$ cat src/rtl/contador_pasos.sv
// Micro-step sequencer for the control unit: drives the step decoder (paso/dis),
// handles pause, early termination and back-to-back instructions, and counts completions.
module contador_pasos #(
    parameter int ANCHO_PASO   = 3,
    parameter int ANCHO_CUENTA = 8
) (
    input  logic                    clk,
    input  logic                    rst,
    input  logic                    inicio,
    input  logic                    continuo,
    input  logic                    pausa,
    input  logic                    fin_instr,
    input  logic [ANCHO_PASO-1:0]   num_pasos,
    output logic [ANCHO_PASO-1:0]   paso,
    output logic                    dis,
    output logic                    ocupado,
    output logic                    fin_ciclo,
    output logic [ANCHO_CUENTA-1:0] cuenta_instr
);

    typedef enum logic [1:0] {
        INACTIVO = 2'd0,
        EJECUTA  = 2'd1,
        DETENIDO = 2'd2
    } estado_t;

    localparam logic [ANCHO_PASO-1:0]   PASO_UNO   = 1;
    localparam logic [ANCHO_CUENTA-1:0] CUENTA_UNO = 1;

    estado_t                 estado;
    logic [ANCHO_PASO-1:0]   ultimo;

    // Modulo-2^ANCHO_CUENTA increment; the natural overflow provides the wrap.
    function automatic logic [ANCHO_CUENTA-1:0] siguiente_cuenta(input logic [ANCHO_CUENTA-1:0] c);
        return c + CUENTA_UNO;
    endfunction

    always_ff @(posedge clk) begin
        if (rst) begin
            estado       <= INACTIVO;
            paso         <= '0;
            dis          <= 1'b1;
            ocupado      <= 1'b0;
            fin_ciclo    <= 1'b0;
            cuenta_instr <= '0;
            ultimo       <= '0;
        end else begin
            fin_ciclo <= 1'b0;
            case (estado)
                INACTIVO: begin
                    paso <= '0;
                    if (inicio) begin
                        estado  <= EJECUTA;
                        dis     <= 1'b0;
                        ocupado <= 1'b1;
                        ultimo  <= num_pasos;
                    end else begin
                        dis     <= 1'b1;
                        ocupado <= 1'b0;
                    end
                end
                EJECUTA: begin
                    // Pause beats early end: a fin_instr seen together with pausa is dropped.
                    if (pausa) begin
                        estado <= DETENIDO;
                        dis    <= 1'b1;
                    end else if (fin_instr || (paso == ultimo)) begin
                        fin_ciclo    <= 1'b1;
                        cuenta_instr <= siguiente_cuenta(cuenta_instr);
                        paso         <= '0;
                        if (continuo) begin
                            ultimo <= num_pasos;
                            dis    <= 1'b0;
                        end else begin
                            estado  <= INACTIVO;
                            dis     <= 1'b1;
                            ocupado <= 1'b0;
                        end
                    end else begin
                        paso <= paso + PASO_UNO;
                    end
                end
                DETENIDO: begin
                    // Resume re-issues the held step for a full cycle before advancing.
                    if (!pausa) begin
                        estado <= EJECUTA;
                        dis    <= 1'b0;
                    end
                end
                default: begin
                    estado  <= INACTIVO;
                    paso    <= '0;
                    dis     <= 1'b1;
                    ocupado <= 1'b0;
                end
            endcase
        end
    end

endmodule

$ cat config.mk
export PLATFORM = sky130hd
export DESIGN_NAME = contador_pasos
export DESIGN_NICKNAME = d
export VERILOG_FILES = /design/src/rtl/contador_pasos.sv
export SDC_FILE = /design/constraint.sdc
export NUM_CORES = 1
export LEC_CHECK = 0
export ABC_AREA = 1
export ABC_CLOCK_PERIOD_IN_PS = 2000
export CORE_UTILIZATION = 52
export CTS_CLUSTER_DIAMETER = 150
export DETAILED_ROUTE_END_ITERATION = 10
export PLACE_DENSITY_LB_ADDON = 0.1
export SYNTH_ARGS = -nofsm -noshare
export SYNTH_HDL_FRONTEND = slang
export SYNTH_SLANG_ARGS = --single-unit
$ cat constraint.sdc
create_clock -name clk -period 2 [get_ports clk]
set_input_delay 0.4 -clock clk [delete_from_list [all_inputs] [get_ports clk]]
set_output_delay 0.4 -clock clk [all_outputs]
set_load 0.1 [all_outputs]
==> Word-level counts from Yosys, hierarchy flattened <==
Index checks and enable logic that the tools add are counted.
{ "totals": {"regBits": 19, "output_inout_bits": 14, "word_cells": 59} }
{ "op_classes": {"addsub": 2, "eq_ne": 11, "n_mux": 26, "n_bitwise": 3, "reduce_logical": 10} }
{ "ops": {"columns": ["op", "n"], "rows": [
  ["3-bit two-way mux", 6],
  ["2-bit inequality test, second input constant", 6],
  ["3-bit one-hot mux with 2 select lines", 2],
  ["1-bit two-way mux", 10],
  ["2-bit two-way mux", 5],
  ["8-bit by 1-bit adder with 8-bit output, second input constant", 1],
  ["4-bit AND reduction", 2],
  ["3-bit inequality test, second input constant", 2],
  ["1-bit one-hot mux with 3 select lines", 2],
  ["2-bit one-hot mux with 3 select lines", 1],
  ["5-bit AND reduction", 1],
  ["2-bit AND reduction", 2],
  ["3-bit by 1-bit adder with 3-bit output, second input constant", 1],
  ["3-bit equality test", 1],
  ["1-bit NOT", 3],
  ["3-bit AND reduction", 1],
  ["3-bit OR reduction", 1],
  ["2-bit by 1-bit equality test with 1-bit output, second input constant", 1],
  ["2-bit equality test, second input constant", 1],
  ["2-bit logical NOT", 1],
  ["2-bit nonzero test", 1],
  ["1-bit logical OR", 1]
]} }

==> Longest topological paths before layout <==
{ "logic_depth": {"word_depth": 5, "depth_mapped": 10, "depth_no_buf": 10} }

==> Least setup slack after synthesis <==
OpenSTA, ideal clock, no wires.
{ "synth_path": {"path_type": "register to register", "start": "reg paso[0]", "end": "reg ultimo[0]", "arrival_time_ns": 1.793, "required_time_ns": 1.884, "setup_slack_ns": 0.091, "path_stages_with_launch": 10, "n_path_buf": 0, "path_cell_list": "dfxtp_1 inv_1 nand2_1 nand2_1 nor2_2 nand2_2 nand3_2 nand2_2 o21ai_0 nor2_1"} }
{ "synth_via": {"elab_chain_len": 4} }
{ "synth_rtl": {"columns": ["element", "line_no", "source"], "rows": [
  ["start, declared", "14", "output logic [ANCHO_PASO-1:0] paso,"],
  ["start signal, assigned", "80", "paso <= paso + PASO_UNO;"],
  ["3-bit equality test", "67", "end else if (fin_instr || (paso == ultimo)) begin"],
  ["1-bit logical OR", "67", null],
  ["2-bit inequality test (no source line)", null, null],
  ["5-bit AND reduction (no source line)", null, null],
  ["end signal, assigned", "56", "ultimo <= num_pasos;"],
  ["end signal, assigned", "72", "ultimo <= num_pasos;"],
  ["end, declared", "31", "logic [ANCHO_PASO-1:0] ultimo;"]
]} }
No other way between the ends.
A chain may end at the register's enable or synchronous reset.

==> Worst setup path after layout <==
{ "layout_path": {"start": "reg paso[0]", "end": "out paso[0]"} }
No word-level cell between the ends.

==> qor.yml <==
outcome: "finished, final reports clean"
synth-simple-area-share_pct: 39.7
insertedDiodeCount: 0
drive_above_1_share_pct: 19.8
yosys_warnings: 0
grt_overflow: 0
seq_area_frac_synth_pct: 37.9
crit_type: "flip-flop to output pin"
worst_hold_slack_ps: 500
p_leak_nw: 0.586
fin_nets: 179
ys_types: 23
yosysTopAreaCell: "dfxtp_1"
crit_fanout: 5
ys_ff_latch: 19
final_area_um2: 1280
tightest_slew_ps: 324
clockBufferDepth: 2
dr.pass1.iters: 4
syn_area_per_cell_um2: 7.13
synth_xor_area_share_pct: 5.23
skew_ps: 16.5
fmax_mhz: 678
first_global_vias: 834
port-buffer-count: 22
relSlewSlack_pct: 78.4
synth_mux_area_share_pct: 0
die_h_um: 46.0
grt_start_max_net_pins: 12
path_cells: "buf_4"
place.gp.congestion: 0.800
row_count: 15
cts-htree-levels: 1
num_vias: 970
antenna_left: 0
slew_viol_final: 0
coreArea_um2: 1760
drc: 0
rsz0062_at_grt: "false"
final_common_cell: "nand2_1"
fin_crit_sh_pct: 73.7
wirelength_mm: 2.00
period_minus_slack_ps: 1470
worstSkewPairLatency_ps: 300
area_delta_synth_final_pct: 27.1
netlist_area_um2: 1000
tns_ps: 0
final_cell_mix: "nand2_1 (39), dfxtp_1 (19), inv_1 (14)"
cts-hold-fix-buffers: 0
cts_root_buffer: "clkbuf_4"
dieArea_um2: 2110
dp_hpwl_mm: 1.55
drtIter0Drc: 18
drv_cap: 0
pin_count: 23
synth_top_family_by_area: "simple AND/OR/NAND/NOR gates"
hp-class: "flip-flop to flip-flop"
post-route-util_pct: 72.4
worstPathRequired_ps: 1600
crit_arrival_ps: 1070
vdd_drop_max_uv: 548
synth-compound-area-share_pct: 7.47
internal_power_mw: 0.547
p_sw_mw: 0.312
slowest_stage: "dfxtp_1"
hold_viol_final: 0
via_per_inst: 5.05
setup_viol: 0
synth_area_leaders: "dfxtp_1 (38%), nand2_1 (15%), nand3_1 (6.0%), inv_1 (5.2%), a21oi_1 (5.0%)"
grt_first_pass_wirelength_mm: 3.27
cts.sinks: 19
start_kind: "flip-flop"
clkTransAtPathRegs_ps: 120
die_w_um: 46.0
cpPeakStageDelay_ps: 440
power_frac_comb_pct: 29.2
end_kind: "output pin"
p_per_area_nw_per_um2: 673
cts_inserted_buffers: 3
synthCells: 141
postPlaceCellArea_um2: 1250
postSynthNetCount: 152
switching_share_pct: 36.3
cts_tree: "yes"
initial_utilization_pct: 57.0
grt_use_total_pct: 21.6
p_clk_share_pct: 22.4
cts_setup_buffers: 0
drt-wirelength-per-cell_um: 10.4
cts_resized: 0
synth-adder-area-share_pct: 2.49
antenna_found_initial: 0
pwr-share-seq_pct: 48.4
path_delay_family: "flip-flops"
critPathBufInv: 1
synth_top_area_share_pct: 37.9
-- worst reg2reg max path, stage by stage (launching register included) --
cell	delay [ps]
dfxtp_1	440
inv_1	90
nand2_1	60
nand2_1	70
nor2_2	130
nand2_2	110
nand3_2	120
nand2_2	80
o21ai_0	160
nor2_1	60
-- cell type report --
| type | count | area [um2] |
|---|---|---|
| Fill cell | 164 | 487 |
| Inverter | 18 | 68.8 |
| Tap cell | 25 | 31.3 |
| Clock inverter | 1 | 5.00 |
| Sequential cell | 19 | 380 |
| Clock buffer | 3 | 22.5 |
| Timing Repair Buffer | 23 | 218 |
| Multi-Input combinational cell | 103 | 552 |
-- sequential cells by signal (all words and copies together) (netlist names) --
signal / count
cuenta_instr: 8
dis: 1
estado: 2
fin_ciclo: 1
ocupado: 1
paso: 3
ultimo: 3
-- metrics by stage --
stage	power [mW]	setup WS, ps	cells
6_report	0.859	526	192
5_1_grt	0.907	447	192
4_1_cts	0.866	526	192
3_5_place_dp	0.674	278	188
3_3_place_gp	0.668	294	188
2_1_floorplan	0.614	91.2	141
-- worst paths after layout --
kind	from	cells past startpoint	to	slack, ps
worst max-delay path	paso[0]	1	paso[0]	530
worst min-delay path	cuenta_instr[7]	2	cuenta_instr[7]	500
worst max register to register	paso[0]	9	ultimo[2]	590
worst min register to register	cuenta_instr[7]	2	cuenta_instr[7]	500
-- kinds of logic after synthesis --
kind of cell,count (synthesis)
flops,19
compound gates,15
xor+xnor,6
fa+ha+maj,2
simple gates,80
buf+inv,19
-- metal layers --
metal	vias up	part of all wire, %	wire (um)	track usage [%]
met3	4	4.4	89	4.76
met4	0	1.2	24	8.82
met1	438	43	852	24.0
met5	-	0	0	0
li1	500	-	-	-
met2	28	52	1040	38.9
-- power by group through the flow --
stage,combinational [mW],clock (mW),sequential [mW]
2_1_floorplan,0.119,0,0.495
3_3_place_gp,0.245,0,0.423
3_5_place_dp,0.250,0,0.425
4_1_cts,0.252,0.198,0.416
5_1_grt,0.272,0.217,0.419
6_report,0.251,0.192,0.416
-- cells in the mapped netlist (all sizes together) --
| master | n |
|---|---|
| a21oi | 10 |
| clkbuf | 1 |
| clkinv | 1 |
| dfxtp | 19 |
| ha | 2 |
| inv | 17 |
| nand2 | 43 |
| nand3 | 14 |
| nand3b | 2 |
| nand4 | 4 |
| nor2 | 16 |
| nor3 | 1 |
| o21ai | 5 |
| xnor2 | 3 |
| xor2 | 3 |
Note: power is estimated with default switching activity, not from simulation.
